File: src/rtl/sc2110_serdes_pkg.sv
// Shared constants and types for the SC2110 48-bit LVDS serializer/deserializer pair.
package sc2110_serdes_pkg;

  localparam int unsigned BYTE_W = 8;
  localparam int unsigned WORD_W = 48;
  localparam int unsigned BEATS  = 6;
  localparam int unsigned SLOT_W = 3;

  typedef logic [WORD_W-1:0] word_t;

  typedef enum logic [0:0] {
    ST_TRAIN = 1'b0,
    ST_RUN   = 1'b1
  } tx_state_e;

  // Alignment pattern; all six bytes distinct so the receiver can find byte phase.
  localparam word_t TRAIN_WORD_DEFAULT = 48'hA5_3C_96_0F_F0_5A;

endpackage

File: src/rtl/sc2110_tx_fifo.sv
// Synchronous word FIFO feeding the serializer.
// Ports: i_lvds_clk/i_rstn clock and async active-low reset; i_push/i_push_data write side;
// i_pop read side; o_head current first word; o_empty; o_ready registered "not full".
module sc2110_tx_fifo
  import sc2110_serdes_pkg::*;
#(
  parameter int unsigned DEPTH = 4
) (
  input  logic  i_lvds_clk,
  input  logic  i_rstn,
  input  logic  i_push,
  input  word_t i_push_data,
  input  logic  i_pop,
  output word_t o_head,
  output logic  o_empty,
  output logic  o_ready
);

  localparam int unsigned AW = (DEPTH > 1) ? $clog2(DEPTH) : 1;
  localparam int unsigned CW = AW + 1;

  word_t          mem_q [DEPTH];
  logic [AW-1:0]  wr_ptr_q;
  logic [AW-1:0]  rd_ptr_q;
  logic [CW-1:0]  cnt_q;
  logic [CW-1:0]  cnt_d;
  logic           push_ok;
  logic           pop_ok;
  logic           full;

  assign full    = (cnt_q == CW'(DEPTH));
  assign o_empty = (cnt_q == '0);
  assign push_ok = i_push && !full;
  assign pop_ok  = i_pop && !o_empty;
  assign o_head  = mem_q[rd_ptr_q];

  // Occupancy after this edge; ready is derived from it so it never over-admits.
  always_comb begin
    cnt_d = cnt_q;
    if (push_ok && !pop_ok)      cnt_d = cnt_q + CW'(1);
    else if (!push_ok && pop_ok) cnt_d = cnt_q - CW'(1);
  end

  always_ff @(posedge i_lvds_clk or negedge i_rstn) begin
    if (!i_rstn) begin
      wr_ptr_q <= '0;
      rd_ptr_q <= '0;
      cnt_q    <= '0;
      o_ready  <= 1'b0;
    end else begin
      if (push_ok) wr_ptr_q <= wr_ptr_q + AW'(1);
      if (pop_ok)  rd_ptr_q <= rd_ptr_q + AW'(1);
      cnt_q   <= cnt_d;
      o_ready <= (cnt_d != CW'(DEPTH));
    end
  end

  // Storage array; contents are meaningless while the occupancy is zero.
  always_ff @(posedge i_lvds_clk) begin
    if (push_ok) mem_q[wr_ptr_q] <= i_push_data;
  end

endmodule

File: src/rtl/sc2110_serdes_tx_module.sv
// Byte-parallel LVDS transmit serializer: 48-bit words out as 6 bytes, MSB byte first.
// Ports: i_lvds_clk byte clock; i_rstn async active-low reset; i_data/i_data_valid/o_data_ready
// word input handshake; i_train_req training request level; o_lvds_data byte stream;
// o_word_start byte-0 marker; o_training training-word flag; o_underrun idle-word pulse.
module sc2110_serdes_tx_module
  import sc2110_serdes_pkg::*;
#(
  parameter int unsigned FIFO_DEPTH   = 4,
  parameter word_t       TRAIN_WORD   = TRAIN_WORD_DEFAULT,
  parameter int unsigned TRAIN_REPEAT = 16,
  parameter word_t       IDLE_WORD    = '0
) (
  input  logic              i_lvds_clk,
  input  logic              i_rstn,
  input  logic [WORD_W-1:0] i_data,
  input  logic              i_data_valid,
  output logic              o_data_ready,
  input  logic              i_train_req,
  output logic [BYTE_W-1:0] o_lvds_data,
  output logic              o_word_start,
  output logic              o_training,
  output logic              o_underrun
);

  localparam int unsigned CNT_W   = 8;
  localparam int unsigned SHIFT_W = WORD_W - BYTE_W;

  logic [SLOT_W-1:0]  slot_q;
  logic               load_c;
  tx_state_e          state_q;
  tx_state_e          state_d;
  logic [CNT_W-1:0]   cnt_q;
  logic [CNT_W-1:0]   cnt_d;
  logic               cnt_done_c;
  logic               send_train_c;
  logic               send_idle_c;
  logic               pop_c;
  word_t              word_c;
  logic [SHIFT_W-1:0] shreg_q;
  word_t              fifo_head;
  logic               fifo_empty;

  assign load_c     = (slot_q == SLOT_W'(BEATS - 1));
  assign cnt_done_c = (cnt_q == CNT_W'(TRAIN_REPEAT));

  sc2110_tx_fifo #(
    .DEPTH (FIFO_DEPTH)
  ) u_fifo (
    .i_lvds_clk  (i_lvds_clk),
    .i_rstn      (i_rstn),
    .i_push      (i_data_valid && o_data_ready),
    .i_push_data (i_data),
    .i_pop       (pop_c),
    .o_head      (fifo_head),
    .o_empty     (fifo_empty),
    .o_ready     (o_data_ready)
  );

  // Byte slot within the current word; the word boundary is the 5->0 wrap.
  always_ff @(posedge i_lvds_clk or negedge i_rstn) begin
    if (!i_rstn)     slot_q <= SLOT_W'(BEATS - 1);
    else if (load_c) slot_q <= '0;
    else             slot_q <= slot_q + SLOT_W'(1);
  end

  // FSM state register.
  always_ff @(posedge i_lvds_clk or negedge i_rstn) begin
    if (!i_rstn) begin
      state_q <= ST_TRAIN;
      cnt_q   <= '0;
    end else begin
      state_q <= state_d;
      cnt_q   <= cnt_d;
    end
  end

  // FSM next state; only word boundaries can change it.
  always_comb begin
    state_d = state_q;
    cnt_d   = cnt_q;
    if (load_c) begin
      case (state_q)
        ST_TRAIN: begin
          if (cnt_done_c && !i_train_req) state_d = ST_RUN;
          else if (!cnt_done_c)           cnt_d   = cnt_q + CNT_W'(1);
        end
        ST_RUN: begin
          if (i_train_req) begin
            state_d = ST_TRAIN;
            cnt_d   = '0;
          end
        end
      endcase
    end
  end

  // Word selection: the word on the wire always belongs to the post-edge state.
  always_comb begin
    send_train_c = 1'b0;
    send_idle_c  = 1'b0;
    pop_c        = 1'b0;
    word_c       = IDLE_WORD;
    if (load_c) begin
      send_train_c = (state_d == ST_TRAIN);
      send_idle_c  = !send_train_c && fifo_empty;
      pop_c        = !send_train_c && !fifo_empty;
      if (send_train_c)     word_c = TRAIN_WORD;
      else if (!fifo_empty) word_c = fifo_head;
    end
  end

  // Output shifter and per-word flags.
  always_ff @(posedge i_lvds_clk or negedge i_rstn) begin
    if (!i_rstn) begin
      o_lvds_data  <= '0;
      shreg_q      <= '0;
      o_word_start <= 1'b0;
      o_training   <= 1'b1;
      o_underrun   <= 1'b0;
    end else if (load_c) begin
      o_lvds_data  <= word_c[WORD_W-1 -: BYTE_W];
      shreg_q      <= word_c[SHIFT_W-1:0];
      o_word_start <= 1'b1;
      o_training   <= send_train_c;
      o_underrun   <= send_idle_c;
    end else begin
      o_lvds_data  <= shreg_q[SHIFT_W-1 -: BYTE_W];
      shreg_q      <= {shreg_q[SHIFT_W-BYTE_W-1:0], BYTE_W'(0)};
      o_word_start <= 1'b0;
      o_underrun   <= 1'b0;
    end
  end

endmodule
File: config.mk
export PLATFORM = sky130hd
export DESIGN_NAME = sc2110_serdes_tx_module
export DESIGN_NICKNAME = d
export VERILOG_FILES = /design/src/rtl/sc2110_serdes_pkg.sv /design/src/rtl/sc2110_tx_fifo.sv /design/src/rtl/sc2110_serdes_tx_module.sv
export SDC_FILE = /design/constraint.sdc
export NUM_CORES = 1
export LEC_CHECK = 0
export BUFFER_PORTS_ARGS = -buffer_cell sky130_fd_sc_hd__buf_4
export CORE_ASPECT_RATIO = 0.75
export CORE_MARGIN = 2
export CORE_UTILIZATION = 50
export DETAILED_ROUTE_END_ITERATION = 16
export PLACE_DENSITY = 0.8
export SLEW_MARGIN = 40
export SYNTH_ARGS = -nofsm -noshare
export SYNTH_HDL_FRONTEND = slang
export SYNTH_SLANG_ARGS = --single-unit
export TNS_END_PERCENT = 10
File: constraint.sdc
create_clock -name i_lvds_clk -period 2.9 [get_ports i_lvds_clk]
set_clock_uncertainty 0.05 [all_clocks]
set_input_delay 0 -clock i_lvds_clk [delete_from_list [all_inputs] [get_ports i_lvds_clk]]
set_output_delay 0 -clock i_lvds_clk [all_outputs]
set_load 0.02 [all_outputs]
After elaboration in Yosys (flattened, before gate mapping)
Memories as Yosys holds them, arrays and structs flattened. Index checks and enable logic that the tools add are counted.

Logic and storage cells: 63. Memory bits (writable): 192. Register bits: 71. Output and inout port bits: 12. Memories kept: 1. Input bits: 52.

Memories: u_fifo.mem_q (depth 4, width 48, rd ports 1, clocked after memory_dff 0, wr ports 1, RTL line sc2110_tx_fifo.sv:22) `word_t mem_q [DEPTH];`.

Multiplexer cells: 20. Equal/unequal tests: 7. Add/subtract/negate cells: 6. Reductions and logical operators: 15. Bitwise operators: 2.

Operator list (number): $mux W48 (2); $mux W40 (1); $mux W8 (4); $pmux W8 S2 (1); $mux W3 (3); $add A8 B1 Y8 const B (1); $eq A8 B5 Y1 const B (1); $logic_and A1 B1 Y1 (8); $mux W1 (8); $add A3 B1 Y3 const B (2); $eq A3 B3 Y1 const B (2); $ne A2 B2 Y1 const B (3); $logic_not A1 Y1 (5); $add A2 B1 Y2 const B (2); $reduce_and A4 Y1 (1); $logic_not A3 Y1 (1); $ne A3 B3 Y1 const B (1); $sub A3 B1 Y3 const B (1); $not A1 Y1 (2); $pmux W1 S2 (1).

Longest topological paths before layout
Gate-level depths: netlist of run 1.

Depth in word-level cells: 12. Depth in mapped cells: 8. Gate-level depth less buffers: 7.

Hierarchy
A second synthesis of run 1 with hierarchy kept.

Cells, all modules: 596. Area total of the unflattened synthesis: 10353.7 µm².

By module, submodules not included: sc2110_tx_fifo (area each 7475.9 µm², times used 1, cells each 303); sc2110_serdes_tx_module (area each 2877.8 µm², times used 1, cells each 293).

Least setup slack after synthesis of run 1
No wires, ideal clock.

Kind: register to register. Start point: register u_fifo.cnt_q[0]. End point: memory u_fifo.mem_q[2][0] in the netlist's numbering (enable). Data required time: 2440 ps. Arrival time: 2365 ps. Path buffers: 1. Path slack: 75 ps. Cell stages (with the launch flop): 7. Period minus slack after synthesis: 2825 ps. Cells stage by stage: dfrtp_1 inv_1 ha_1 and2_1 nor2_1 clkbuf_1 and2_1.

Cells in the longest elaborated chain, start to end: 5.

RTL lines: start: declaration (RTL line sc2110_tx_fifo.sv:25) `logic [CW-1:0] cnt_q;`; start signal: assignment (RTL line sc2110_tx_fifo.sv:53) `cnt_q <= cnt_d;`; $eq A3 B3 Y1 (RTL line sc2110_tx_fifo.sv:31) `assign full = (cnt_q == CW'(DEPTH));`; $logic_not A1 Y1 (RTL line sc2110_tx_fifo.sv:33) `assign push_ok = i_push && !full;`; $logic_and A1 B1 Y1 (RTL line sc2110_tx_fifo.sv:33); $mux W1 (RTL line sc2110_tx_fifo.sv:60) `if (push_ok) mem_q[wr_ptr_q] <= i_push_data;`; $mux W1 (implied by the code) (RTL line sc2110_tx_fifo.sv:60); end: declaration (RTL line sc2110_tx_fifo.sv:22).

Every way passes these cells.

Worst setup path after layout of run 1
Start point: register u_fifo.cnt_q[0]. End point: memory u_fifo.mem_q[0][13] in the netlist's numbering (enable).

Same word-level chain as after synthesis.

==> results of run 1 <==
==> registers in the layout, summed over array words and instances, names as in the netlist <==
register and count:
u_fifo.mem_q 192, shreg_q 40, cnt_q 8, o_lvds_data 8
slot_q 3, u_fifo.cnt_q 3, u_fifo.rd_ptr_q 2, u_fifo.wr_ptr_q 2
o_training 1, o_underrun 1, o_word_start 1, state_q 1
u_fifo.o_ready 1
==> final cells by class <==
class / count / area (um2)
fill: 1317 / 7260
multi-input combinational: 204 / 2150
clock buffer: 40 / 785
timing repair buffer: 128 / 1180
inverter: 11 / 41.3
tap: 253 / 317
clock inverter: 6 / 42.5
sequential: 263 / 7550
==> per-layer routing <==
| metal | vias to the layer above | global-route usage | wire length (um) |
|---|---|---|---|
| li1 | 2239 | - | - |
| met1 | 2601 | 0.255 | 7980 |
| met2 | 155 | 0.306 | 9470 |
| met3 | 29 | 0.0370 | 1070 |
| met4 | 0 | 0.0384 | 318 |
| met5 | - | 0 | 0 |
==> cell usage in the layout (no fill, tap or decap), types with 10 or more instances in the layout <==
master,instances
a22oi_1,20
dfrtp_1,66
inv_1,10
buf_4,70
dlygate4sd3_1,50
mux4_2,48
clkbuf_16,27
a22o_1,20
edfxtp_1,192
nand2_1,40
==> where the power goes <==
| part | internal [mW] | total [mW] | switching (mW) |
|---|---|---|---|
| clock | 1.86 | 3.21 | 1.35 |
| combinational | 0.414 | 1.02 | 0.605 |
| sequential | 4.61 | 4.74 | 0.128 |
==> cell families after synthesis <==
| family | Yosys count | share of synthesized area |
|---|---|---|
| AO/OA/AOI/OAI | 57 | 0.0462 |
| XOR/XNOR | 11 | 0.00979 |
| adder cells (fa/ha/maj) | 10 | 0.0125 |
| buffers and inverters | 36 | 0.0151 |
| flip-flops | 263 | 0.767 |
| multiplexers | 49 | 0.111 |
| AND/OR/NAND/NOR | 77 | 0.0387 |
==> stage by stage <==
| step | area [um2] | util | std cells | total power, mW | setup slack [ns] |
|---|---|---|---|---|---|
| after floorplan | 9840 | - | 503 | 5.32 | 0.0748 |
| after global placement | 10700 | 0.556 | 809 | 5.70 | 0.756 |
| after detailed placement | 10700 | 0.556 | 809 | 5.78 | 0.666 |
| after CTS | 12100 | 0.624 | 905 | 9.04 | 0.652 |
| after global routing | 12100 | 0.624 | 905 | 9.30 | 0.503 |
| final | 12100 | 0.624 | 905 | 8.98 | 0.649 |
==> timing repair <==
item	4_1_cts	5_1_grt
setup endpoints to repair	0	0
hold endpoints to repair	270	0
hold buffers	50	0
==> worst max-delay path, delay by kind of cell, from the launching register on <==
family | cells | cell delay (ns)
flops | 1 | 0.39
simple gates | 3 | 0.62
fa+ha+maj | 1 | 0.25
buf+inv | 3 | 0.58
==> worst max-delay path by stage <==
stage                         start                  end  slack [ns]
floorplan           u_fifo.cnt_q[0]   u_fifo.mem_q[2][0]        0.07
global placement           cnt_q[0]   u_fifo.rd_ptr_q[1]        0.76
detailed placement         cnt_q[1]   u_fifo.rd_ptr_q[1]        0.67
CTS                 u_fifo.cnt_q[0]  u_fifo.mem_q[0][30]        0.65
global route               cnt_q[1]   u_fifo.rd_ptr_q[1]        0.50
finish              u_fifo.cnt_q[0]  u_fifo.mem_q[0][13]        0.65
==> impl_summary.txt, run 1 <==
----------------------------------------------------
[Timing]
  Post-layout min period ... 2.25 ns
  Setup repair after global routing missed its margin ... false
  FMAX ... 444 MHz
  Hold slack ... -0.00892 ns
  Count of endpoints failing setup in the final report ... 0
  Sum Neg Setup Slack ... 0 ns
  Number of slew-limit violations in the final report ... 0
  Slew at the pin with the worst max-slew slack ... 0.684 ns
  Endpoints failing hold ... 8
  Max_slew headroom ... 0.544
  Final period util ... 0.776

[CTS]
  Num CTS Buffers ... 25
  Insertion delay of the later-clocked pin in the worst-skew pair ... 0.52 ns
  CTS sink count ... 263
  Total number of H-tree levels ... 1
  Clock tree from TritonCTS ... built
  Clock-pin slew on the worst setup and hold paths ... 0.06 ns
  Clock tree buffer depth ... 3
  Count of instances resized after the clock tree is built ... 0
  Clock Root Buffer ... clkbuf_16
  Number of buffers inserted by post-CTS setup repair ... 0

[Floorplan]
  FP Rows ... 44
  I/O pin count ... 64
  Die X-Extent ... 166 um
  Chip Height ... 125 um
  Total die area ... 20800 um2
  Initial core utilization ... 0.509
  Standard cell core area ... 19300 um2

[Drt]
  Routed wire per std cell ... 20.8 um
  Antenna-violating nets left ... 0
  DRC violations left ... 0
  Via/cell ratio ... 5.55
  Final routed wirelength across all metal layers ... 18900 um
  Detailed-route via count ... 5024
  Initial detailed-routing violation count ... 385
  First drt pass iteration count ... 5

[Global route]
  Global-route wire length before repair ... 29700 um
  Pin count of the biggest net entering global routing ... 72
  Vias in the first global route ... 5350
  Total gr overflow ... 0
  Number of antenna violations at the first check in global routing ... 0
  Global Route Usage Sum ... 0.183

[Min path]
  Worst hold path class ... input pin to asynchronous set/reset pin

[Status]
  Run status ... finished, violations left
  Violated checks ... negative hold slack

[Critical path]
  Critical path type ... register to register
  Worst reg2reg setup slack ... 0.65 ns
  Startpoint types ... register
  Origin of the critical flop-to-flop path ... u_fifo.cnt_q[0]
  Type of destination of the critical path ... register
  Critical Path Slowest Stage Cell ... dfrtp_1
  FF-to-FF path depth ... 7
  CP max stage delay ... 0.39 ns
  Peak fanout along the critical path ... 40
  Endpoint of the most critical register-to-register path ... u_fifo.mem_q[0][13]
  Cells traversed along the worst timing path ... inv_1 -> ha_1 -> and2_1 -> nor2_1 -> buf_4 -> and2_2 -> buf_12
  Critical path arrival ... 2.40 ns
  Data required time of the worst path ... 3.05 ns

[Synthesis]
  Top area cells in the synthesized netlist ... edfxtp_1 59%, dfrtp_1 17%, mux4_2 11%
  Count of flip-flops with a built-in enable after synthesis ... 192
  Proportion of synthesized chip area in sequential cells ... 0.767
  Top-area cell type share of the netlist area ... 0.586
  Synthesis-stage register bit count ... 263
  Most instantiated cells after synthesis ... 192 x edfxtp_1, 68 x dfrtp_1, 48 x mux4_2
  Number of nets produced by synthesis ... 564
  Top cell type by total area after synthesis ... edfxtp_1
  Netlist Area Pre-Place ... 9840 um2
  Yosys synthesis warning count ... 0
  Commonest register cell after synthesis ... edfxtp_1
  Most numerous cell in the Yosys netlist ... edfxtp_1
  Number of distinct standard cells referenced by the synthesized netlist ... 40
  Share of flip-flops with an asynchronous set or reset ... 0.270
  Avg Inst Size Synth ... 19.6 um2
  Gate count of the mapped netlist ... 503

[Final layout]
  Final antenna diode count ... 0
  Post-layout net count ... 694
  Share of final-layout standard cells stronger than drive strength 1 ... 0.276
  Area growth syn-to-layout ... 22.6%

[Pwr]
  Worst VDD drop ... 0.500 mV
  Leak Pwr ... 4.43 nW
  Power Dens Cells ... 744 nW/um2

[Place]
  Placed wire-length estimate ... 10900 um
  Final weighted congestion in routability-driven placement ... 0.825
  Port bufs ... 63

[Flow run]
  Max-cap violations ... 0

----------------------------------------------------
Power figures use the tool's default switching activity.
==> run 2: changes to the inputs <==
Settings changed: PLACE_DENSITY 0.8 to 0.78.
Clock period 2.9 ns to 2.13 ns, I/O delays scaled along.
==> impl_summary.txt, run 2 (synthesis results as in run 1) <==
----------------------------------------------------
[Status]
  Run status ... finished, violations left
  Violated checks ... negative hold slack

[Global route]
  Global Route Usage Sum ... 0.187 (+0.00411)
  Total gr overflow ... 0 (unchanged)
  Vias in the first global route ... 5437 (+1.6%)
  Pin count of the biggest net entering global routing ... 72 (unchanged)
  Number of antenna violations at the first check in global routing ... 0 (unchanged)
  Global-route wire length before repair ... 30300 um (+2.0%)

[Timing]
  Final period util ... 0.954 (+0.178)
  Endpoints failing hold ... 3 (-5)
  Sum Neg Setup Slack ... 0 ns (unchanged)
  Slew at the pin with the worst max-slew slack ... 0.652 ns (-0.0321 ns)
  FMAX ... 492 MHz (+11%)
  Hold slack ... -0.00364 ns (+0.00527 ns)
  Post-layout min period ... 2.03 ns (-0.218 ns)
  Setup repair after global routing missed its margin ... false
  Count of endpoints failing setup in the final report ... 0 (unchanged)
  Max_slew headroom ... 0.565 (+0.0214)
  Number of slew-limit violations in the final report ... 0 (unchanged)

[Pwr]
  Power Dens Cells ... 1010 nW/um2 (+36%)
  Final Total Pwr ... 12.3 mW (+37%)
  Leak Pwr ... 4.48 nW (+1.1%)
  Worst VDD drop ... 0.757 mV (+51%)

[CTS]
  Clock-pin slew on the worst setup and hold paths ... 0.07 ns (about the same)
  Clock tree buffer depth ... 3 (unchanged)
  Num CTS Buffers ... 25 (unchanged)
  Insertion delay of the later-clocked pin in the worst-skew pair ... 0.53 ns (about the same)
  Clock Root Buffer ... clkbuf_16
  Clock tree from TritonCTS ... built
  Total number of H-tree levels ... 1 (unchanged)
  CTS sink count ... 263 (unchanged)

[Drt]
  DRC violations left ... 0 (unchanged)
  Initial detailed-routing violation count ... 539 (+40%)
  Via/cell ratio ... 5.51 (-0.66%)
  Antenna-violating nets left ... 0 (unchanged)
  Routed wire per std cell ... 20.5 um (-1.7%)
  Detailed-route via count ... 5046 (+0.44%)
  Final routed wirelength across all metal layers ... 18700 um (-0.59%)
  First drt pass iteration count ... 4 (-1)

[Critical path]
  Startpoint types ... register
  Peak fanout along the critical path ... 7 (-83%)
  Critical path arrival ... 2.37 ns (-0.03 ns)
  Worst reg2reg setup slack ... 0.1 ns (-0.55 ns)
  Data required time of the worst path ... 2.47 ns (-0.58 ns)
  Critical path type ... register to register
  Type of destination of the critical path ... register

[Place]
  Total cell area at the placement stage ... 10800 um2 (+0.47%)
  Placed wire-length estimate ... 11300 um (+3.7%)
  Dpl cells ... 817 (+0.99%)
  Final weighted congestion in routability-driven placement ... 0.821 (-0.47%)
  Port bufs ... 63 (unchanged)

[Floorplan]
  Standard cell core area ... 19300 um2 (unchanged)
  FP Rows ... 44 (unchanged)
  Initial core utilization ... 0.509 (unchanged)
  I/O pin count ... 64 (unchanged)
  Die X-Extent ... 166 um (unchanged)
  Total die area ... 20800 um2 (unchanged)
  Chip Height ... 125 um (unchanged)

[Final layout]
  Post-layout net count ... 703 (+1.3%)
  Design Area, Final ... 12200 um2 (+0.80%)
  Area growth syn-to-layout ... 23.6%
  Share of final-layout standard cells stronger than drive strength 1 ... 0.293 (+0.0174)
  Most common cell after layout, fill and taps aside ... edfxtp_1
  Finished Layout Cells ... 915 (+1.1%)
  Registers with the most flip-flops ... u_fifo.mem_q x192, shreg_q x40
  Largest register FFs ... 192 (unchanged)
  Top register by number of flip-flops ... u_fifo.mem_q
  Leading cell types in the layout, fill and taps excluded ... 192 x edfxtp_1, 78 x buf_4, 66 x dfrtp_1
  Final design utilization ... 0.629 (+0.00499)

[Min path]
  Worst hold path class ... input pin to asynchronous set/reset pin

[Flow run]
  Max-cap violations ... 0 (unchanged)

----------------------------------------------------
-- run 2: what timing repair did --
item,4_1_cts,5_1_grt
hold buffers,51,0
hold endpoints to repair,273,0
resized for setup,0,5
endpoints found under the setup margin,0,2
setup buffers,0,0
-- run 2: through the flow --
stage / setup slack (ns) / hold WS (ns)
floorplan: -0.189 / -0.346
global placement: 0.191 / 0.114
detailed placement: 0.135 / 0.00518
CTS: 0.106 / 0.0221
global route: 0.0142 / 0.0604
finish: 0.0973 / -0.00364
-- run 2: cell type report --
cell class | instances | area, um2
diodes | 1 | 2.50
clock buffers | 36 | 717
clock inverters | 10 | 124
fillers | 1283 | 7160
inverters | 11 | 41.3
multi-input cells | 204 | 2170
flip-flops and latches | 263 | 7550
well taps | 253 | 317
repair buffers | 137 | 1240
-- run 2: worst max-delay path: stages (launching register included) --
cell	delay, ns
dfrtp_1	0.40
inv_1	0.08
ha_1	0.13
and4bb_2	0.30
a21oi_4	0.11
o31a_1	0.31
a221oi_2	0.34
o2111ai_1	0.16
-- run 2: final timing paths --
kind                             from  cells after the start            endpoint
min reg2reg                o_training                      2          o_training
min in group i_lvds_clk     i_data[2]                      2  u_fifo.mem_q[3][2]
max reg2reg                  cnt_q[0]                      7      u_fifo.o_ready
max                          cnt_q[0]                      7      u_fifo.o_ready
min                            i_rstn                      2      o_lvds_data[2]
max in group asynchronous      i_rstn                      2  u_fifo.rd_ptr_q[0]
-- run 2: report_power, final --
part	internal, mW	switching (mW)	total (mW)
registers	6.28	0.178	6.46
clock network	2.61	1.86	4.47
logic	0.568	0.818	1.39
total	9.46	2.86	12.3
-- run 2: per-layer routing --
| metal | vias up | global-route usage | share of wire |
|---|---|---|---|
| met1 | 2606 | 0.266 | 0.44 |
| met3 | 22 | 0.0310 | 0.060 |
| met4 | 0 | 0.0419 | 0.018 |
| met5 | - | 0 | 0 |
| li1 | 2262 | - | - |
| met2 | 156 | 0.311 | 0.48 |
==> run 3: changes to the inputs <==
Settings changed: CORE_UTILIZATION 50 to 55, PLACE_DENSITY 0.78 to 0.83.
==> impl_summary.txt, run 3 (synthesis results as in run 1) <==
----------------------------------------------------
[Critical path]
  Data required time of the worst path ... 2.45 ns (-0.02 ns)
  Cells traversed along the worst timing path ... inv_1 -> ha_1 -> and4bb_2 -> a21oi_2 -> o31a_1 -> a221oi_2 -> o2111ai_1
  Origin of the critical flop-to-flop path ... cnt_q[0]
  Critical Path Slowest Stage Cell ... dfrtp_1
  Endpoint of the most critical register-to-register path ... u_fifo.o_ready
  Type of destination of the critical path ... register
  Critical path type ... register to register
  CP max stage delay ... 0.40 ns (about the same)
  Startpoint types ... register
  First element of the critical path ... cnt_q[0]
  FF-to-FF path depth ... 7 (unchanged)
  Worst reg2reg setup slack ... 0.03 ns (-0.07 ns)
  Critical path arrival ... 2.43 ns (+0.06 ns)
  Peak fanout along the critical path ... 7 (unchanged)

[Global route]
  Global-route wire length before repair ... 32000 um (+5.8%)
  Pin count of the biggest net entering global routing ... 31 (-57%)
  Number of antenna violations at the first check in global routing ... 0 (unchanged)
  Total gr overflow ... 0 (unchanged)
  Global Route Usage Sum ... 0.226 (+0.0390)
  Vias in the first global route ... 5713 (+5.1%)

[Floorplan]
  FP Rows ... 42 (-4.5%)
  Chip Height ... 120 um (-4.5%)
  Initial core utilization ... 0.559 (+0.0497)
  I/O pin count ... 64 (unchanged)
  Total die area ... 19000 um2 (-8.8%)
  Die X-Extent ... 158 um (-4.5%)
  Standard cell core area ... 17600 um2 (-8.9%)

[CTS]
  Clock tree buffer depth ... 3 (unchanged)
  Clock tree from TritonCTS ... built
  Num CTS Buffers ... 25 (unchanged)
  CTS sink count ... 263 (unchanged)
  Insertion delay of the later-clocked pin in the worst-skew pair ... 0.52 ns (about the same)
  Total number of H-tree levels ... 1 (unchanged)
  Clock Root Buffer ... clkbuf_16
  Clock-pin slew on the worst setup and hold paths ... 0.07 ns (about the same)

[Drt]
  Initial detailed-routing violation count ... 475 (-12%)
  Detailed-route via count ... 5243 (+3.9%)
  Via/cell ratio ... 5.81 (+5.4%)
  First drt pass iteration count ... 5 (+1)
  DRC violations left ... 0 (unchanged)
  Routed wire per std cell ... 22.5 um (+9.9%)
  Antenna-violating nets left ... 0 (unchanged)
  Final routed wirelength across all metal layers ... 20300 um (+8.4%)

[Pwr]
  Power Dens Cells ... 1030 nW/um2 (+1.8%)
  Share of power burned in combinational logic ... 0.115 (+0.002)
  Internal power summed over all cells ... 9.75 mW (+3.1%)
  Worst VDD drop ... 0.746 mV (-1.5%)
  Part of the power in registers ... 0.511 (-0.013)
  Proportion of power drawn by the clock network ... 0.373 (+0.010)
  Net switching fraction of the power ... 0.228 (-0.00448)
  Leak Pwr ... 4.52 nW (+0.88%)
  Switching power ... 2.88 mW (+0.56%)

[Final layout]
  Most common cell after layout, fill and taps aside ... edfxtp_1
  Top register by number of flip-flops ... u_fifo.mem_q
  Share of final-layout standard cells stronger than drive strength 1 ... 0.294 (+0.000445)
  Registers with the most flip-flops ... u_fifo.mem_q x192, shreg_q x40
  Final antenna diode count ... 0 (-1)
  Largest register FFs ... 192 (unchanged)
  Post-layout net count ... 702 (-0.14%)
  Final design utilization ... 0.696 (+0.0662)
  Leading cell types in the layout, fill and taps excluded ... 192 x edfxtp_1, 73 x buf_4, 66 x dfrtp_1
  Finished Layout Cells ... 902 (-1.4%)
  Area growth syn-to-layout ... 24.5%

[Timing]
  Max_slew headroom ... 0.645 (+0.0797)
  Minimum setup slack in the final design ... 0.0294 ns (-0.0679 ns)
  Number of slew-limit violations in the final report ... 0 (unchanged)
  Post-layout min period ... 2.10 ns (+0.0679 ns)
  Setup repair after global routing missed its margin ... true
  Endpoints failing hold ... 0 (-3)
  Final period util ... 0.986 (+0.0319)
  FMAX ... 476 MHz (-3.2%)
  Sum Neg Setup Slack ... 0 ns (unchanged)
  Count of endpoints failing setup in the final report ... 0 (unchanged)
  Slew at the pin with the worst max-slew slack ... 0.528 ns (-0.124 ns)

[Status]
  Run status ... finished clean

[Flow run]
  Max-cap violations ... 0 (unchanged)

[Min path]
  WHS Endpoint ... u_fifo.cnt_q[2]
  Hold depth ... 5
  Worst hold path class ... input pin to register
  Hold path start ... i_data_valid

[Place]
  Dpl cells ... 805 (-1.5%)
  Placed wire-length estimate ... 11400 um (+0.69%)
  Final weighted congestion in routability-driven placement ... 0.753 (-8.3%)
  Port bufs ... 63 (unchanged)
  Pre-CTS setup slack ... 0.0982 ns (-0.0371 ns)

----------------------------------------------------
[run 3: worst max path at each step]
stage | endpoint | slack, ns | cells after the start
6_report | u_fifo.o_ready | 0.03 | 7
2_1_floorplan | u_fifo.mem_q[0][0] | -0.19 | 6
5_1_grt | u_fifo.o_ready | -0.03 | 7
3_5_place_dp | u_fifo.mem_q[1][15] | 0.1 | 6
3_3_place_gp | u_fifo.mem_q[2][5] | 0.16 | 6
4_1_cts | u_fifo.mem_q[3][16] | 0.04 | 6
[run 3: final cells by class]
cell class	count	area, um2
clock inverter	13	171
clock buffer	33	717
multi-input combinational	204	2160
sequential	263	7550
fill	1074	5360
tap	242	303
timing repair buffer	136	1300
inverter	11	41.3
[run 3: power groups by stage]
stage / clock network, mW / registers (mW) / logic [mW]
finish: 4.71 / 6.46 / 1.46
global route: 5.00 / 6.51 / 1.57
CTS: 4.77 / 6.46 / 1.46
detailed placement: 0 / 6.56 / 1.37
global placement: 0 / 6.51 / 1.30
floorplan: 0 / 6.51 / 0.721
[run 3: layer usage]
layer	wire (um)	part of all wire	vias to the layer above	global-route usage
li1	-	-	2259	-
met1	8290	0.41	2736	0.325
met2	10300	0.51	225	0.377
met3	1430	0.070	23	0.0350
met4	255	0.013	0	0.0450
met5	0	0	-	0
[run 3: critical path: cells and delay by family (launching register included)]
family                     cells  cell delay (ns)
buffers and inverters          1             0.09
AOI/OAI and AO/OA              4             0.99
and+or+nand+nor                1             0.29
adders and majority gates      1             0.14
DFF                            1             0.40
[run 3: metrics by stage]
| step | hold slack, ns | area, um2 | total power, mW |
|---|---|---|---|
| after floorplan | -0.346 | 9840 | 7.23 |
| after global placement | -0.0771 | 10800 | 7.80 |
| after detailed placement | -0.0699 | 10800 | 7.92 |
| after CTS | 0.0149 | 12200 | 12.7 |
| after global routing | 0.0362 | 12200 | 13.1 |
| final | 0.0228 | 12200 | 12.6 |
[run 3: timing repair]
action                                  in CTS  in global routing
endpoints found under the setup margin       0                182
gates resized for setup                      0                  3
hold buffers                                51                  0
buffers inserted                             0                  0
endpoints found under the hold margin      269                  0
